### src/rtl/mem_bus_bridge.sv
// Bridges a single valid/ready request stream onto an ack-based SRAM-style bus, one transaction in flight.
// Optional bus watchdog enabled by defining MEM_BUS_BRIDGE_TIMEOUT_EN.
module mem_bus_bridge #(
  parameter int unsigned            ADDR_WIDTH = 32,
  parameter int unsigned            DATA_WIDTH = 32,
  parameter int unsigned            TIMEOUT    = 255,
  parameter logic [DATA_WIDTH-1:0]  ERR_DATA   = DATA_WIDTH'(32'hDEADBEEF)
) (
  input  logic                      clk,
  input  logic                      rst,
  input  logic                      req_valid,
  output logic                      req_ready,
  input  logic [ADDR_WIDTH-1:0]     req_addr,
  input  logic                      req_we,
  input  logic [DATA_WIDTH-1:0]     req_wdata,
  input  logic [DATA_WIDTH/8-1:0]   req_be,
  output logic                      resp_valid,
  input  logic                      resp_ready,
  output logic [DATA_WIDTH-1:0]     resp_data,
  output logic                      bus_cs,
  output logic                      bus_we,
  output logic [ADDR_WIDTH-1:0]     bus_addr,
  output logic [DATA_WIDTH/8-1:0]   bus_be,
  output logic [DATA_WIDTH-1:0]     bus_wdata,
  input  logic [DATA_WIDTH-1:0]     bus_rdata,
  input  logic                      bus_ack,
  output logic                      timeout
);

  if (TIMEOUT < 1 || (DATA_WIDTH % 8) != 0) begin : g_param_check
    $error("mem_bus_bridge: TIMEOUT must be >= 1 and DATA_WIDTH a multiple of 8");
  end

  typedef enum logic [1:0] {
    IDLE = 2'd0,
    BUS  = 2'd1,
    RESP = 2'd2
  } state_t;

  state_t state;
  logic   accept_c;
  logic   abort_c;

  // A new request is taken while idle, or in the same cycle the pending response drains.
  assign req_ready = (state == IDLE) || ((state == RESP) && resp_ready);
  assign accept_c  = req_valid && req_ready;

`ifdef MEM_BUS_BRIDGE_TIMEOUT_EN
  localparam int unsigned CNT_W = $clog2(TIMEOUT + 1);

  logic [CNT_W-1:0] wd_cnt;
  logic [CNT_W-1:0] wd_cnt_inc;

  assign wd_cnt_inc = wd_cnt + CNT_W'(1);
  // An ack arriving on the final allowed cycle wins over the abort.
  assign abort_c    = (state == BUS) && !bus_ack && (wd_cnt_inc == CNT_W'(TIMEOUT));

  // Counter sits at zero outside BUS, so it is already clear on every BUS entry.
  always_ff @(posedge clk or negedge rst) begin
    if (!rst) begin
      wd_cnt <= '0;
    end else if ((state == BUS) && !bus_ack) begin
      wd_cnt <= wd_cnt_inc;
    end else begin
      wd_cnt <= '0;
    end
  end
`else
  assign abort_c = 1'b0;
`endif

  always_ff @(posedge clk or negedge rst) begin
    if (!rst) begin
      state      <= IDLE;
      bus_cs     <= 1'b0;
      bus_we     <= 1'b0;
      bus_addr   <= '0;
      bus_be     <= '0;
      bus_wdata  <= '0;
      resp_valid <= 1'b0;
      resp_data  <= '0;
      timeout    <= 1'b0;
    end else begin
      timeout <= 1'b0;
      case (state)
        BUS: begin
          if (bus_ack) begin
            resp_data  <= bus_we ? '0 : bus_rdata;
            resp_valid <= 1'b1;
            bus_cs     <= 1'b0;
            state      <= RESP;
          end else if (abort_c) begin
            resp_data  <= ERR_DATA;
            resp_valid <= 1'b1;
            bus_cs     <= 1'b0;
            timeout    <= 1'b1;
            state      <= RESP;
          end
        end
        RESP: begin
          if (resp_ready) begin
            resp_valid <= 1'b0;
            state      <= IDLE;
          end
        end
        default: ;
      endcase
      // Request capture overrides the RESP->IDLE move for back-to-back transfers.
      if (accept_c) begin
        bus_cs    <= 1'b1;
        bus_we    <= req_we;
        bus_addr  <= req_addr;
        bus_be    <= req_be;
        bus_wdata <= req_wdata;
        state     <= BUS;
      end
    end
  end

endmodule

### config.mk
export PLATFORM = sky130hd
export DESIGN_NAME = mem_bus_bridge
export DESIGN_NICKNAME = d
export VERILOG_FILES = /design/src/rtl/mem_bus_bridge.sv
export SDC_FILE = /design/constraint.sdc
export NUM_CORES = 1
export LEC_CHECK = 0
export ABC_AREA = 1
export CAP_MARGIN = 25
export CORE_UTILIZATION = 45
export CTS_BUF_LIST = sky130_fd_sc_hd__clkbuf_8
export DETAILED_ROUTE_END_ITERATION = 7
export GPL_TIMING_DRIVEN = 1
export PLACE_DENSITY = 0.89
export SETUP_SLACK_MARGIN = 0.02
export SKIP_CTS_REPAIR_TIMING = 1
export SKIP_LAST_GASP = 1
export SYNTH_ARGS = -nofsm -noshare
export SYNTH_HDL_FRONTEND = slang
export SYNTH_SLANG_ARGS = --single-unit
### constraint.sdc
create_clock -name clk -period 1.8 [get_ports clk]
set_input_delay 0.27 -clock clk [delete_from_list [all_inputs] [get_ports clk]]
set_output_delay 0.27 -clock clk [all_outputs]
set_load 0.01 [all_outputs]
== Yosys cells after proc, flatten, opt, wreduce, memory -nomap -nowiden ==
Index checks and enable logic that the tools add are counted.

* Register bits: 105
* Output and inout bits: 105
* Bits of input ports: 106
* Word-level logic and storage cells: 37

* Muxes and demuxes: 11
* Eq/ne operators: 6
* Reduce and logical (&&, ||, !) cells: 12

{| class="wikitable"
|+ Operator list
! cell !! count
|-
| $mux W32 || 1
|-
| $mux W2 || 3
|-
| $ne A3 B3 Y1 const B || 2
|-
| $reduce_and A3 Y1 || 2
|-
| $reduce_bool A2 Y1 || 3
|-
| $mux W1 || 5
|-
| $ne A2 B2 Y1 const B || 2
|-
| $pmux W2 S2 || 1
|-
| $reduce_and A2 Y1 || 2
|-
| $reduce_bool A3 Y1 || 1
|-
| $eq A2 B1 Y1 const B || 1
|-
| $eq A2 B2 Y1 const B || 1
|-
| $logic_and A1 B1 Y1 || 2
|-
| $logic_not A2 Y1 || 1
|-
| $pmux W1 S2 || 1
|-
| $logic_or A1 B1 Y1 || 1
|}

== Longest topological paths before layout ==
* Depth after elaboration: 6
* Mapped depth: 6
* Gate-level depth less buffers: 5

== Least setup slack after synthesis ==
No wires, ideal clock.

* Path kind: reg2reg
* Start: reg state[1]
* End: reg bus_we
* Buffers on the path: 1
* Data arrival time: 0.966 ns
* Cell stages (with the launch flop): 6
* Data required time: 1.683 ns
* Setup slack: 0.717 ns
* Setup time: 0.117 ns
* Clock period less this slack: 1.083 ns
* Cell sequence: dfrtp_1 nand2_2 nand3_2 buf_4 nand2_1 nand2_1

* Cells in the longest elaborated chain, start to end: 4

{| class="wikitable"
|+ RTL lines
! item !! line !! source
|-
| start, declared || 40 || <nowiki>state_t state;</nowiki>
|-
| start signal, assigned || 74 || <nowiki>state <= IDLE;</nowiki>
|-
| start signal, assigned || 91 || <nowiki>state <= RESP;</nowiki>
|-
| start signal, assigned || 97 || <nowiki>state <= RESP;</nowiki>
|-
| $eq A2 B2 Y1 || 45 || <nowiki>assign req_ready = (state == IDLE) || ((state == RESP) && resp_ready);</nowiki>
|-
| $logic_and A1 B1 Y1 || 45 ||
|-
| $logic_or A1 B1 Y1 (*) || 45 ||
|-
| $logic_and A1 B1 Y1 (*) || 46 || <nowiki>assign accept_c = req_valid && req_ready;</nowiki>
|-
| end signal, assigned || 111 || <nowiki>bus_we <= req_we;</nowiki>
|-
| end, declared || 21 || <nowiki>output logic bus_we,</nowiki>
|}

Every way passes the cells marked *; elsewhere a longest branch is shown, timed or not.
A chain may end at the register's enable or synchronous reset.

== Worst setup path in the final report ==
* Start: reg bus_we
* End: out bus_we

No word-level cell between the ends.

==> run_results.csv <==
group,metric,value,unit
run_status,outcome,"completed",
timing,rsz0062_at_grt,"no",
routing,detail_route.iter0.violations,202,
floorplan,die_width,99.4,um
critical_path,rr_startpoint,"state[0]",
timing,fmax,627,MHz
yosys,syn_inst,466,
yosys,synth-seq-cells,105,
routing,detail_route.drc_violations,0,
grt,grt_start_max_net_pins,106,
routing,detail-route-antenna-nets,0,
place,io_buffers,209,
routing,detail_route.vias_per_cell,5.25,
yosys,synth_sequential_area_ratio,0.615,
yosys,synth_common_cells,"sky130_fd_sc_hd__nand2_1 (207), sky130_fd_sc_hd__dfrtp_1 (105), sky130_fd_sc_hd__nand4_1 (69)",
cts,clock_tree.buffer_depth,2,
timing,worst_hold_slack,0.429,ns
critical_path,crit-reg2reg-capture,"resp_data[19]",
routing,detailroute.via_count,4069,
timing,timing.max_slew.rel_slack,0.630,
critical_path,worstPathCellList,"clkdlybuf4s50_1",
grt,wire_length_of_the_first_global_routing_pass,19600,um
yosys,fraction_of_synthesis_flops_using_an_asynchronous_set_or_reset_pin,1.00,
timing,finalSetupViolCount,0,
grt,grt_overflow,0,
yosys,syn-cell-area,0.00427,sq mm
cts,h_tree_level_count,3,
critical_path,worst-path-max-fanout,3,
floorplan,die_h,99.4,um
critical_path,cpLargestDelayFamily,"buffers and inverters",
cts,clkSinkCount,105,
yosys,avgSynthCellArea,9.16,sq um
finish,n_antenna_cell,0,
cts,clkTransAtPathRegs,0.11,ns
finish,final_layout_size_suffix_gt1_frac,0.0527,
critical_path,critPathBufInv,1,
cts,cts_buffer_count,9,
min_path,hold-path-cell-count,4,
yosys,synth.net_count,572,
routing,met1Wirelength,5180,um
timing,clock-skew-final,0.0145,ns
yosys,yosys.area.top_type_share,0.615,
yosys,postSynth.topFlopCell,"sky130_fd_sc_hd__dfrtp_1",
grt,grt_pass1_vias,3931,
routing,dr.max_layer_used,"met4",
critical_path,crit_type,"flop to primary output",
timing,slew_violations,0,
critical_path,worst_setup_path_start_kind,"flop",
cts,tritoncts,"done",
critical_path,ff2ff_setup_slack,0.46,ns
finish,final_nets,765,
cts,cts-root-buf,"sky130_fd_sc_hd__clkbuf_8",
job,maxCapViolations,0,
min_path,min-delay-start,"req_valid",
timing,final_min_period_over_clock_period,0.886,
power,power.static_leakage,3.20,nW
critical_path,ff2ff_path_depth,5,
critical_path,cp_slowest_stage_delay,0.58,ns
min_path,hp-class,"input pin to flop",
yosys,synth_edf_count,0,
power,report.power.total,10.4,mW
timing,setup_tns,0,ns
critical_path,critical_path.slowest_cell,"sky130_fd_sc_hd__clkdlybuf4s50_1",
min_path,hold_end,"bus_addr[25]",
floorplan,top_level_ports,211,
routing,count_of_tritonroute_iterations_in_the_first_routing_pass,4,
yosys,post-synth-top-area-cell,"sky130_fd_sc_hd__dfrtp_1",
place,final_wtd_congestion,0.758,
yosys,most_common_cell_in_the_synthesized_netlist,"sky130_fd_sc_hd__nand2_1",
floorplan,placement_rows,35,
timing,final.min_clock_period,1.59,ns
critical_path,crit_start,"bus_we",
yosys,synth_cell_type_count,17,
floorplan,initial_utilization,0.464,
yosys,ys_top_cells_by_area,"sky130_fd_sc_hd__dfrtp_1 (62%), sky130_fd_sc_hd__nand2_1 (18%), sky130_fd_sc_hd__nand4_1 (10%)",
routing,met2_wirelength,6100,um
place,dpl.hpwl,8450,um
yosys,yosys_warnings,0,
floorplan,core-area,0.00920,sq mm
timing,finalWorstSetupSlack,0.205,ns
critical_path,cp.required,1.53,ns
place,pre_cts_ws,-0.00589,ns
critical_path,arrival,1.32,ns
timing,final-hold-violation-count,0,
finish,layout-area-overhead-vs-synth,55.2,%
floorplan,area_enclosed_by_the_die_boundary,0.00988,sq mm
grt,grt_usage,0.254,
routing,route.final.wire_length,12300,um
routing,route.met3.wl,817,um
routing,detail_route.wl_per_cell,15.9,um
grt,grt_antenna_before_repair,0,
cts,clock_insertion_delay_worst_skew,0.37,ns
critical_path,timing.critical_path.to_type,"primary output",
power,ir_drop,0.732,mV
timing,worst-slew-pin-transition,0.555,ns
power,p_per_area,1560,mW/mm^2
[where the power goes]
part / switching (mW) / internal [mW]
combinational: 2.42 / 2.54
sequential: 0.593 / 3.40
clock: 0.836 / 0.559
[per-layer routing]
layer  up-vias  global-route usage
met4         0              0.0747
met5         -                   0
li1       1927                   -
met2       166               0.431
met3        25              0.0590
met1      1951               0.327
[cell type report]
class	count	area, sq um
inverter	6	22.5
timing repair buffer	221	2230
fill	701	2570
sequential	105	2630
multi-input combinational	316	1420
tap	111	139
clock buffer	10	138
clock inverter	6	50.0
[per-stage QoR]
step | util | cells | area, sq um
after floorplan | - | 466 | 4270
after CTS | 0.719 | 774 | 6610
final | 0.721 | 775 | 6630
after global placement | 0.699 | 758 | 6430
after detailed placement | 0.699 | 758 | 6430
after global routing | 0.721 | 775 | 6630
[worst max-delay path by stage]
stage,endpoint,cells past startpoint
floorplan,bus_we,5
global placement,req_ready,4
detailed placement,req_ready,4
CTS,req_ready,2
global route,bus_addr[15],1
finish,bus_we,1
[logic make-up after synthesis]
kind of cell | Yosys count | share of synthesized area
flip-flops | 105 | 0.615
AND/OR/NAND/NOR | 312 | 0.328
other | 1 | 0.000878
buffers and inverters | 45 | 0.0519
AO/OA/AOI/OAI | 3 | 0.00352
[cells in the final DEF, fill, tap and decap left out, drive strengths merged, types with 2 or more instances in the layout]
cell / count
dfrtp: 105
inv: 8
nand3: 34
nand2: 208
clkdlybuf4s50: 206
o21ai: 2
buf: 13
clkbuf: 10
clkinv: 3
nand4: 69
[state kept, by name, indices dropped and copies added, names as in the netlist]
| signal | cells |
|---|---|
| bus_addr | 32 |
| resp_data | 32 |
| resp_valid | 1 |
| bus_wdata | 32 |
| bus_be | 4 |
| bus_cs | 1 |
| bus_we | 1 |
| state | 2 |
Power figures use the tool's default switching activity.
